`src/rtl/riscv_mem_pkg.sv`:
```
// Shared types for the unified instruction/data memory port: access sizes, FSM states,
// and the default memory geometry.
package riscv_mem_pkg;

  typedef enum logic [1:0] {
    SzB = 2'b00,
    SzH = 2'b01,
    SzW = 2'b10,
    SzX = 2'b11
  } size_e;

  typedef enum logic [2:0] {
    StIdle,
    StRead,
    StRmwRd,
    StWrite,
    StResp
  } state_e;

  localparam int unsigned MemWordsDefault = 64;
  localparam int unsigned AddrWDefault    = 32;

  // Flags the illegal size code and any lane offset that does not fit the access size.
  function automatic logic size_misaligned(size_e size, logic [1:0] lo);
    return (size == SzX) || ((size == SzH) && lo[0]) || ((size == SzW) && (lo != 2'b00));
  endfunction

endpackage

```
`src/rtl/mem_lane_align.sv`:
```
// Combinational lane handling: extracts and extends load data from a memory word, and merges
// sub-word store data into the old word for read-modify-write.
module mem_lane_align
  import riscv_mem_pkg::*;
(
  input  logic [31:0] rd_word_i,
  input  logic [31:0] old_word_i,
  input  logic [31:0] wdata_i,
  input  size_e       size_i,
  input  logic [1:0]  lane_i,
  input  logic        unsigned_i,
  output logic [31:0] load_data_o,
  output logic [31:0] store_word_o
);

  logic [7:0]  rd_byte;
  logic [15:0] rd_half;

  always_comb begin
    rd_byte = 8'h00;
    unique case (lane_i)
      2'b00:   rd_byte = rd_word_i[7:0];
      2'b01:   rd_byte = rd_word_i[15:8];
      2'b10:   rd_byte = rd_word_i[23:16];
      default: rd_byte = rd_word_i[31:24];
    endcase
    rd_half = lane_i[1] ? rd_word_i[31:16] : rd_word_i[15:0];
  end

  always_comb begin
    load_data_o = rd_word_i;
    unique case (size_i)
      SzB:     load_data_o = {{24{~unsigned_i & rd_byte[7]}}, rd_byte};
      SzH:     load_data_o = {{16{~unsigned_i & rd_half[15]}}, rd_half};
      default: load_data_o = rd_word_i;
    endcase
  end

  always_comb begin
    store_word_o = old_word_i;
    unique case (size_i)
      SzB:     store_word_o[8*lane_i +: 8] = wdata_i[7:0];
      SzH:     store_word_o[16*lane_i[1] +: 16] = wdata_i[15:0];
      default: store_word_o = wdata_i;
    endcase
  end

endmodule

```
`src/rtl/mem_access_unit.sv`:
```
// Initiator for the unified memory port: one fetch/load/store at a time, with sub-word stores
// done as read-modify-write against the word-only memory.
module mem_access_unit
  import riscv_mem_pkg::*;
#(
  parameter int unsigned MEM_WORDS = MemWordsDefault,
  parameter int unsigned ADDR_W    = AddrWDefault
) (
  input  logic              clk_i,
  input  logic              rst_ni,
  input  logic              req_valid_i,
  output logic              req_ready_o,
  input  logic              req_fetch_i,
  input  logic              req_we_i,
  input  logic [1:0]        req_size_i,
  input  logic              req_unsigned_i,
  input  logic [ADDR_W-1:0] req_addr_i,
  input  logic [31:0]       req_wdata_i,
  output logic              rsp_valid_o,
  output logic              rsp_err_o,
  output logic [31:0]       rsp_rdata_o,
  output logic [31:0]       ir_o,
  output logic              mem_WrEn_o,
  output logic              mem_RdEn_o,
  output logic [ADDR_W-1:0] mem_addr_o,
  output logic [31:0]       mem_WrData_o,
  input  logic [31:0]       mem_MemData_i
);

  localparam logic [ADDR_W-3:0] MemWordsW = (ADDR_W-2)'(MEM_WORDS);

  state_e            state_q;
  logic              fetch_q;
  logic              we_q;
  logic              unsigned_q;
  logic              err_q;
  size_e             size_q;
  logic [ADDR_W-1:0] addr_q;
  logic [31:0]       wdata_q;
  logic [31:0]       old_q;
  logic [31:0]       rdata_q;
  logic [31:0]       ir_q;

  size_e       req_size;
  logic        req_bad;
  logic [31:0] load_data;
  logic [31:0] store_word;

  always_comb begin
    req_size = size_e'(req_size_i);
    req_bad  = size_misaligned(req_size, req_addr_i[1:0])
            || (req_addr_i[ADDR_W-1:2] >= MemWordsW)
            || (req_fetch_i && (req_we_i || (req_size != SzW)));
  end

  mem_lane_align u_align (
    .rd_word_i    (mem_MemData_i),
    .old_word_i   (old_q),
    .wdata_i      (wdata_q),
    .size_i       (size_q),
    .lane_i       (addr_q[1:0]),
    .unsigned_i   (unsigned_q),
    .load_data_o  (load_data),
    .store_word_o (store_word)
  );

  always_ff @(posedge clk_i or negedge rst_ni) begin
    if (!rst_ni) begin
      state_q    <= StIdle;
      fetch_q    <= 1'b0;
      we_q       <= 1'b0;
      unsigned_q <= 1'b0;
      err_q      <= 1'b0;
      size_q     <= SzB;
      addr_q     <= '0;
      wdata_q    <= '0;
      old_q      <= '0;
      rdata_q    <= '0;
      ir_q       <= '0;
    end else begin
      unique case (state_q)
        StIdle: begin
          if (req_valid_i) begin
            fetch_q    <= req_fetch_i;
            we_q       <= req_we_i;
            unsigned_q <= req_unsigned_i;
            size_q     <= req_size;
            addr_q     <= req_addr_i;
            wdata_q    <= req_wdata_i;
            err_q      <= req_bad;
            if (req_bad) begin
              state_q <= StResp;
            end else if (!req_we_i) begin
              state_q <= StRead;
            end else if (req_size == SzW) begin
              state_q <= StWrite;
            end else begin
              state_q <= StRmwRd;
            end
          end
        end
        StRead: begin
          rdata_q <= load_data;
          if (fetch_q) begin
            ir_q <= mem_MemData_i;
          end
          state_q <= StResp;
        end
        StRmwRd: begin
          old_q   <= mem_MemData_i;
          state_q <= StWrite;
        end
        StWrite: state_q <= StResp;
        StResp:  state_q <= StIdle;
        default: state_q <= StIdle;
      endcase
    end
  end

  // Enables decode from the state register alone so they drop with the asynchronous reset.
  assign req_ready_o  = (state_q == StIdle);
  assign rsp_valid_o  = (state_q == StResp);
  assign rsp_err_o    = (state_q == StResp) && err_q;
  assign mem_RdEn_o   = (state_q == StRead) || (state_q == StRmwRd);
  assign mem_WrEn_o   = (state_q == StWrite);
  assign mem_addr_o   = (state_q == StIdle) ? '0 : {addr_q[ADDR_W-1:2], 2'b00};
  assign mem_WrData_o = (state_q == StWrite) ? store_word : 32'h0;
  assign rsp_rdata_o  = rdata_q;
  assign ir_o         = ir_q;

  logic unused_we;
  assign unused_we = we_q;

endmodule

```
`config.mk`:
```
export PLATFORM = sky130hd
export DESIGN_NAME = mem_access_unit
export DESIGN_NICKNAME = d
export VERILOG_FILES = /design/src/rtl/riscv_mem_pkg.sv /design/src/rtl/mem_lane_align.sv /design/src/rtl/mem_access_unit.sv
export SDC_FILE = /design/constraint.sdc
export NUM_CORES = 1
export LEC_CHECK = 0
export CELL_PAD_IN_SITES_DETAIL_PLACEMENT = 0
export CELL_PAD_IN_SITES_GLOBAL_PLACEMENT = 1
export CORE_MARGIN = 4
export CORE_UTILIZATION = 36
export DETAILED_ROUTE_END_ITERATION = 10
export PLACE_DENSITY_LB_ADDON = 0.1
export SLEW_MARGIN = 5
export SYNTH_ARGS = -nofsm -noshare
export SYNTH_HDL_FRONTEND = slang
export SYNTH_SLANG_ARGS = --single-unit
```
`constraint.sdc`:
```
create_clock -name clk_i -period 3.06 [get_ports clk_i]
set_input_delay 0.306 -clock clk_i [delete_from_list [all_inputs] [get_ports clk_i]]
set_output_delay 0.306 -clock clk_i [all_outputs]
set_load 0.01 [all_outputs]
```
# After elaboration in Yosys (flattened, before gate mapping)
# Index checks and enable logic that the tools add are counted.
# op_classes
eq_ne,12
n_shift,4
n_reduce_logical,17
bitwise,3
n_lt_le_gt_ge,1
mux,13
n_addsub,2
# op_table
cell,n
$pmux 32 s2,2
$neg 5->34,2
$bwmux 32,2
$mux 32,2
$shift 16x34->32 const A,1
$shift 8x34->32 const A,1
$shiftx 16x34->32,1
$shiftx 8x34->32,1
$ge 30x7->1 const B,1
$pmux 8 s3,1
$mux 16,1
$pmux 3 s3,1
$eq 2x1->1 const B,3
$eq 2x2->1 const B,3
$eq 3x2->1 const B,2
$logic_or 1x1->1,6
$mux 3,2
$logic_and 1x1->1,4
$logic_not 2->1,2
$ne 2x2->1 const B,2
$reduce_and 2->1,2
$eq 3x1->1 const B,1
$eq 3x3->1 const B,1
$logic_not 3->1,1
other kinds (6),7
# totals
ff_bits,168
wordCells,62
output_inout_bits,133

# Logic depth before layout (Yosys ltp)
# Gate-level depths: netlist of the first run.
# logic_depth
word_depth,9
mapped_depth,10
mapped_depth_nobuf,6

# By module
# A second synthesis of the first run with hierarchy kept.
# unflattened
cells_unflattened,729
hier_area_um2,8723.4
# modules_own_cells
module,cells_each,instances,area_per_inst_um2
mem_access_unit,462,1,6892.9
mem_lane_align,267,1,1830.5

# Worst setup path before layout of the first run
# Ideal clock, no wire load.
# synth_path
path_kind,register -> output
startpoint,register addr_q[1]
endpoint,output port mem_WrData_o[16]
setup_slack_ns,0.356
arrival_ns,2.398
path_stages_with_launch,10
path_cell_list,dfrtp_1 > buf_2 > clkinv_1 > clkbuf_1 > ha_1 > nor4bb_1 > buf_2 > a221oi_1 > a211o_1 > a21oi_1
# synth_between
elab_chain_len,5
elab_cells_between_ends,10
classes_between,add/sub: 2; shift: 4; mux: 4
# synth_lines
item,line,source
start: declaration,mem_access_unit.sv:38,logic [ADDR_W-1:0] addr_q;
start signal: assignment,mem_access_unit.sv:88,addr_q <= req_addr_i;
"$neg 5->34, on equally long branches","mem_lane_align.sv:43, mem_lane_align.sv:42",
$shiftx 16x34->32 (tied with other cells),mem_lane_align.sv:43,SzH: store_word_o[16*lane_i[1] +: 16] = wdata_i[15:0];
"$bwmux 32, on equally long branches","mem_lane_align.sv:43, mem_lane_align.sv:42",
$pmux 32 s2 (*),mem_lane_align.sv:41,unique case (size_i)
$mux 32 (*),mem_access_unit.sv:127,assign mem_WrData_o = (state_q == StWrite) ? store_word : 32'h0;
end: declaration,mem_access_unit.sv:26,"output logic [31:0] mem_WrData_o,"
# Mark *: on every way between the ends. The rest lies on a longest branch, timed or not.

# Worst setup path in the final report of the first run
# layout_path
startpoint,register addr_q[1]
endpoint,output port mem_WrData_o[15]
# The elaborated chain is that of the path after synthesis.

==> results.json, run 1 <==
{
  "setup.worst_path.end": "mem_WrData_o[15]",
  "p_seq_share_pct": 44.4,
  "relSlewSlack_pct": 53.3,
  "first_iter_violations": 708,
  "r2r_slack_ps": 820,
  "synth_top_flop_cell": "dfrtp_1",
  "ant_nets": 0,
  "rows": 55,
  "worstMarginPinSlew_ps": 701,
  "async_reset_ff_share_pct": 100,
  "ir_drop_mv": 0.385,
  "yosys_warnings": 0,
  "cp_max_fo": 10,
  "maxCapViolCount": 0,
  "cp.depth": 8,
  "p_clk_share_pct": 36.4,
  "wl_um": 28600,
  "io_pins": 237,
  "path_delay_family": "buffers and inverters",
  "worst-endpoint-required_ps": 2750,
  "worst-path-buf-inv": 3,
  "clk_pin_slew_ps": 70,
  "die_area_um2": 26000,
  "finalCritPeriodShare_pct": 101,
  "powerDensity_nw_per_um2": 468,
  "drc": 0,
  "synth_area_per_cell_um2": 9.67,
  "crit_start": "addr_q[1]",
  "utilization_pct": 51.6,
  "grt_overflow_total": 0,
  "synth-simple-area-share_pct": 19.5,
  "power_switching_share_pct": 30.0,
  "power.internal_mw": 3.87,
  "synth_cell_types": 48,
  "violations": "negative setup slack",
  "drive_gt1_share_pct": 13.7,
  "reg2reg_to": "rsp_rdata_o[18]",
  "grt_usage_pct": 21.9,
  "finalHoldViolCount": 0,
  "skew_ps": 10.7,
  "setup_viol": 2,
  "power_frac_comb_pct": 19.2,
  "grt_max_degree": 73,
  "drt-wirelength-per-cell_um": 20.1,
  "grt_first_pass_wirelength_um": 44400,
  "cts.sinks": 168,
  "slew_viol_final": 0,
  "cts_buffer_depth": 2,
  "synth-xor-area-share_pct": 0,
  "max_clock_freq_mhz": 324,
  "clockRootBuffer": "clkbuf_16",
  "io_buffers": 234,
  "worst-r2r-cell-count": 7,
  "coreArea_um2": 22800,
  "cts_buffers": 17,
  "first_pass_iters": 6,
  "synth_mux_area_share_pct": 10.5,
  "die_w_um": 161,
  "syn_to_final_growth_pct": 39.5,
  "grt_pass1_vias": 7347,
  "grt_antenna_before_repair": 1,
  "setup_slack_ps": -28.0,
  "p_sw_mw": 1.65,
  "clkLatencyLatePin_ps": 430,
  "dp_hpwl_um": 20100,
  "synth-edff-count": 0,
  "finalCriticalPeriod_ps": 3090,
  "final_cell_mix": "nand2_1, clkdlybuf4s50_1, dfrtp_1",
  "crit_path_start_kind": "flop",
  "synth_top_family_by_area": "simple AND/OR/NAND/NOR gates",
  "routed_via_density": 5.24,
  "rsz0062_at_grt": "yes",
  "cp-end-kind": "primary output",
  "final_common_cell": "nand2_1",
  "synthCells": 874,
  "vias": 7457,
  "worstSetupPathType": "reg -> out",
  "syn-cell-area_um2": 8450,
  "initial_core_util_pct": 37.0,
  "cp_data_arrival_time_ps": 2780,
  "synth_fa_ha_area_share_pct": 0.889,
  "die_h_um": 161,
  "r2r-start": "addr_q[1]",
  "slowest_delay_ps": 510,
  "crit_slowest_cell": "clkdlybuf4s50_1",
  "hold_class": "in -> reg",
  "ys_seq_area_share_pct": 49.8,
  "cts_tree": "yes",
  "leakage_nw": 5.49,
  "outcome": "finished, violations left",
  "synth_compound_area_share_pct": 15.0,
  "finalSetupTns_ps": -38.5,
  "pre_cts_ws_ps": 167,
  "gp_congestion": 0.810,
  "nets": 1206,
  "htreeDepth": 4,
  "ys_seq_elements": 168,
  "path_cells": "inv_4 -> ha_2 -> buf_4 -> and4b_2 -> a22o_1 -> a222oi_1 -> nor2_1 -> clkdlybuf4s50_1"
}
## layer usage
| metal | up-vias | global-route usage (%) | part of all wire [%] |
|---|---|---|---|
| li1 | 3527 | - | - |
| met1 | 3584 | 30.1 | 44 |
| met2 | 305 | 33.7 | 45 |
| met3 | 41 | 5.46 | 8.4 |
| met4 | 0 | 7.68 | 2.7 |
| met5 | - | 0 | 0 |
## cells in the mapped netlist (2+ instances only)
library cell	instances	area share [%]
nor4_1	4	0.30
o22ai_1	15	1.1
buf_1	2	0.089
a22oi_1	9	0.80
nand3b_1	9	0.80
a21oi_1	44	2.6
o21ai_0	20	1.2
nand3_1	32	1.9
a222oi_1	14	1.7
dfrtp_1	168	50
o21a_1	7	0.62
or2_2	2	0.15
a22o_1	16	1.7
nand2_1	239	11
or4_1	2	0.18
inv_1	8	0.36
nor3_1	11	0.65
a211o_1	16	1.7
clkbuf_1	32	1.4
buf_4	2	0.18
nor3b_1	2	0.18
mux2i_1	17	2.0
mux2_1	6	0.80
ha_1	6	0.89
nor2_1	19	0.84
and2_1	4	0.30
a31o_2	2	0.21
buf_2	28	1.7
clkinv_1	2	0.089
nor2b_1	31	2.3
mux2_2	58	7.7
nor4bb_1	3	0.36
buf_6	4	0.53
a221oi_1	25	2.6
nor3b_2	2	0.30
## registers in the layout, summed over array words and instances, names as in the netlist, 2 cells and up
| signal | flops |
|---|---|
| wdata_q | 32 |
| addr_q | 32 |
| ir_o | 32 |
| rsp_rdata_o | 32 |
| old_q | 32 |
| state_q | 3 |
| size_q | 2 |
## cell families (layout without fill, tap and decap cells)
| logic type | count (synthesis) | after routing |
|---|---|---|
| fa+ha+maj | 6 | 6 |
| mux | 81 | 81 |
| other cells | 1 | 3 |
| buf+inv | 78 | 312 |
| compound gates | 174 | 174 |
| flops | 168 | 168 |
| simple gates | 366 | 366 |
## worst min path at each step
stage	startpoint	end	slack, ps	depth (start not counted)
floorplan	rst_ni	addr_q[0]	10	0
global placement	rst_ni	ir_o[18]	380	1
detailed placement	rst_ni	ir_o[18]	380	1
CTS	req_wdata_i[17]	wdata_q[17]	380	3
global route	req_addr_i[2]	addr_q[2]	380	3
finish	req_wdata_i[17]	wdata_q[17]	390	3
## worst min-delay path: stages
cell and delay (ps):
clkdlybuf4s50_1 390, nand2_1 50, nand2_1 40
## per-stage QoR
stage	power [mW]	instances	instance area, um^2	hold WS [ps]
2_1_floorplan	3.02	875	8450	10.4
3_3_place_gp	3.51	1387	11200	377
3_5_place_dp	3.51	1387	11200	378
4_1_cts	5.56	1422	11800	380
5_1_grt	5.78	1423	11800	381
6_report	5.52	1423	11800	394
## layout make-up
cell class / count / area, um^2
Clock inverter: 12 / 97.6
Clock buffer: 20 / 437
Timing Repair Buffer: 270 / 2650
Multi-Input combinational cell: 629 / 3960
Tap cell: 313 / 392
Antenna cell: 1 / 2.50
Fill cell: 2209 / 11100
Sequential cell: 168 / 4210
Inverter: 10 / 41.3
## power groups by stage
stage | Sequential [mW] | Combinational [mW] | Clock [mW]
floorplan | 2.44 | 0.576 | 0
global placement | 2.49 | 1.02 | 0
detailed placement | 2.49 | 1.02 | 0
CTS | 2.45 | 1.06 | 2.05
global route | 2.47 | 1.16 | 2.15
finish | 2.45 | 1.06 | 2.01
## timing repair
action | CTS | global route
hold buffers | 1 | 0
pin swaps | 1 | 3
setup buffers | 2 | 0
gates resized for setup | 30 | 22
endpoints found under the hold margin | 67 | 0
endpoints found under the setup margin | 27 | 20
No activity file was read; power rests on OpenSTA's default activity.
==> run 2: changes to the inputs <==
--- a/config.mk
+++ b/config.mk
@@ -8,7 +8,8 @@
 export CELL_PAD_IN_SITES_DETAIL_PLACEMENT = 0
 export CELL_PAD_IN_SITES_GLOBAL_PLACEMENT = 1
 export CORE_MARGIN = 4
-export CORE_UTILIZATION = 36
+export CORE_UTILIZATION = 34
+export CTS_BUF_LIST = sky130_fd_sc_hd__clkbuf_4 sky130_fd_sc_hd__clkbuf_8
 export DETAILED_ROUTE_END_ITERATION = 10
 export PLACE_DENSITY_LB_ADDON = 0.1
 export SLEW_MARGIN = 5
==> constraint.sdc (replaced) <==
create_clock -name clk_i -period 2.8 [get_ports clk_i]
set_input_delay 0.28 -clock clk_i [delete_from_list [all_inputs] [get_ports clk_i]]
set_output_delay 0.28 -clock clk_i [all_outputs]
set_load 0.01 [all_outputs]
==> run 2 against run 1 <==
Effect of this change:
- the flow now finishes without violations
- largest power group unchanged
- critical path type unchanged
- via count rose by 1.2%
- sequential power rose by 9.4%
- hold slack got worse by 65 ps
- critical path depth rose by 1
- flip-flop and latch count did not move
- critical endpoint is now mem_WrData_o[25]
- total power rose by 2.1%
- first-iteration DRC count fell by 5.1%
==> results.json, run 2 (synthesized netlist as in run 1, its figures left out) <==
{
  "drt-wirelength-per-cell_um": 20.6,
  "leakage_nw": 5.32,
  "cp.depth": 9,
  "fin_area_um2": 11700,
  "final_cell_mix": "nand2_1, clkdlybuf4s50_1, dfrtp_1",
  "hold_path_startpoint": "req_wdata_i[27]",
  "grt_usage_pct": 21.4,
  "grt_pass1_vias": 7558,
  "hold_class": "in -> reg",
  "worst-path-buf-inv": 4,
  "finalCriticalPeriod_ps": 2780,
  "finalSetupTns_ps": 0,
  "cts.sinks": 168,
  "grt_first_pass_wirelength_um": 46500,
  "worst-r2r-cell-count": 5,
  "min_path_cells": 3,
  "vias": 7547,
  "pre_cts_ws_ps": 65.9,
  "hold-worst-slack_ps": 329,
  "placed_cell_area_um2": 11200,
  "clockRootBuffer": "clkbuf_8",
  "finalCritPeriodShare_pct": 99.3,
  "powerDensity_nw_per_um2": 481,
  "final_common_cell": "nand2_1",
  "skew_ps": 17.4,
  "placedCellCount": 1401,
  "path_delay_family": "buffers and inverters",
  "routed_via_density": 5.20,
  "worstSetupPathType": "reg -> out",
  "syn_to_final_growth_pct": 38.8,
  "initial_core_util_pct": 34.6,
  "finalHoldViolCount": 0,
  "grt_max_degree": 66,
  "worstMarginPinSlew_ps": 721,
  "drc": 0,
  "reg2reg_to": "rsp_rdata_o[17]",
  "critPathMostFrequentCell": "buf_4",
  "wl_um": 29800,
  "cp_max_fo": 8,
  "die_area_um2": 27400,
  "antenna_cells": 0,
  "io_buffers": 234,
  "rsz0062_at_grt": "yes",
  "path_cells": "inv_2 -> ha_4 -> nor4bb_2 -> buf_4 -> buf_4 -> a221oi_1 -> a211o_1 -> a21oi_1 -> buf_2",
  "crit_path_start_kind": "flop",
  "cts_buffer_depth": 2,
  "maxCapViolCount": 0,
  "relSlewSlack_pct": 51.8,
  "htreeDepth": 4,
  "clk_pin_slew_ps": 100,
  "outcome": "finished, final reports clean",
  "r2r-start": "size_q[1]",
  "grt_overflow_total": 0,
  "fillers": 2402,
  "drive_gt1_share_pct": 18.0,
  "cts_buffers": 17,
  "min_to": "wdata_q[27]",
  "io_pins": 237,
  "cp_data_arrival_time_ps": 2500,
  "cts_tree": "yes",
  "dp_hpwl_um": 20500,
  "max_clock_freq_mhz": 360,
  "first_pass_iters": 8,
  "clkLatencyLatePin_ps": 470,
  "die_h_um": 166,
  "rows": 57,
  "grt_antenna_before_repair": 1,
  "r2r_slack_ps": 430,
  "worst-endpoint-required_ps": 2520,
  "setup_viol": 0,
  "crit_slowest_cell": "dfrtp_1",
  "final_cells": 1450,
  "utilization_pct": 48.1,
  "ir_drop_mv": 0.238,
  "setup_slack_ps": 20.1,
  "nets": 1223,
  "slew_viol_final": 0,
  "gp_congestion": 0.855,
  "total_power_mw": 5.63,
  "coreArea_um2": 24400,
  "first_iter_violations": 672,
  "cp-end-kind": "primary output",
  "ant_nets": 0,
  "die_w_um": 166,
  "slowest_delay_ps": 410
}
-- run 2: cell count changes in the layout (fill, tap and decap cells not counted), sizes merged --
cell,previous run,this run
diode,1,0
dlygate4sd2,12,8
clkdlybuf4s50,205,201
clkinv,5,6
clkinvlp,5,4
bufinv,0,1
clkbuf,23,28
buf,36,67
dlymetal6s2s,12,0
-- run 2: final cells by class --
class / count / area [um^2] / share of cell area [%]
repair buffers: 287 / 2700 / 23.0
clock inverters: 13 / 120 / 1.02
well taps: 324 / 405 / 3.46
inverters: 10 / 43.8 / 0.374
clock buffers: 19 / 255 / 2.18
multi-input cells: 629 / 4000 / 34.1
flip-flops and latches: 168 / 4210 / 35.9
-- run 2: where the power goes --
group | total [mW] | switching [mW] | internal [mW]
registers | 2.68 | 0.124 | 2.55
logic | 1.23 | 0.661 | 0.572
clock network | 1.73 | 0.980 | 0.745
total | 5.63 | 1.76 | 3.87
-- run 2: what timing repair did --
item / in CTS / in global routing
resized for setup: 89 / 39
setup endpoints to repair: 32 / 26
endpoints found under the hold margin: 63 / 0
buffers inserted: 9 / 7
pin swaps: 12 / 23
hold buffers: 1 / 0
-- run 2: worst max path at each step --
stage / end / slack [ps] / start
6_report: mem_WrData_o[25] / 20 / addr_q[0]
5_1_grt: mem_WrData_o[25] / -100 / addr_q[0]
4_1_cts: mem_WrData_o[23] / -110 / addr_q[0]
3_5_place_dp: mem_WrData_o[23] / 70 / addr_q[1]
3_3_place_gp: mem_WrData_o[23] / 40 / addr_q[1]
2_1_floorplan: mem_WrData_o[16] / 120 / addr_q[1]
-- run 2: routing by layer --
| layer | vias to the layer above | global-route usage, % | share of wire (%) |
|---|---|---|---|
| li1 | 3549 | - | - |
| met1 | 3696 | 29.7 | 45 |
| met2 | 276 | 33.8 | 46 |
| met3 | 24 | 5.53 | 7.2 |
| met4 | 2 | 5.13 | 1.2 |
| met5 | - | 0 | 0.040 |
-- run 2: worst min-delay path, stage by stage --
cell             delay [ps]
clkdlybuf4s50_1         390
nand2_1                  50
nand2_1                  40
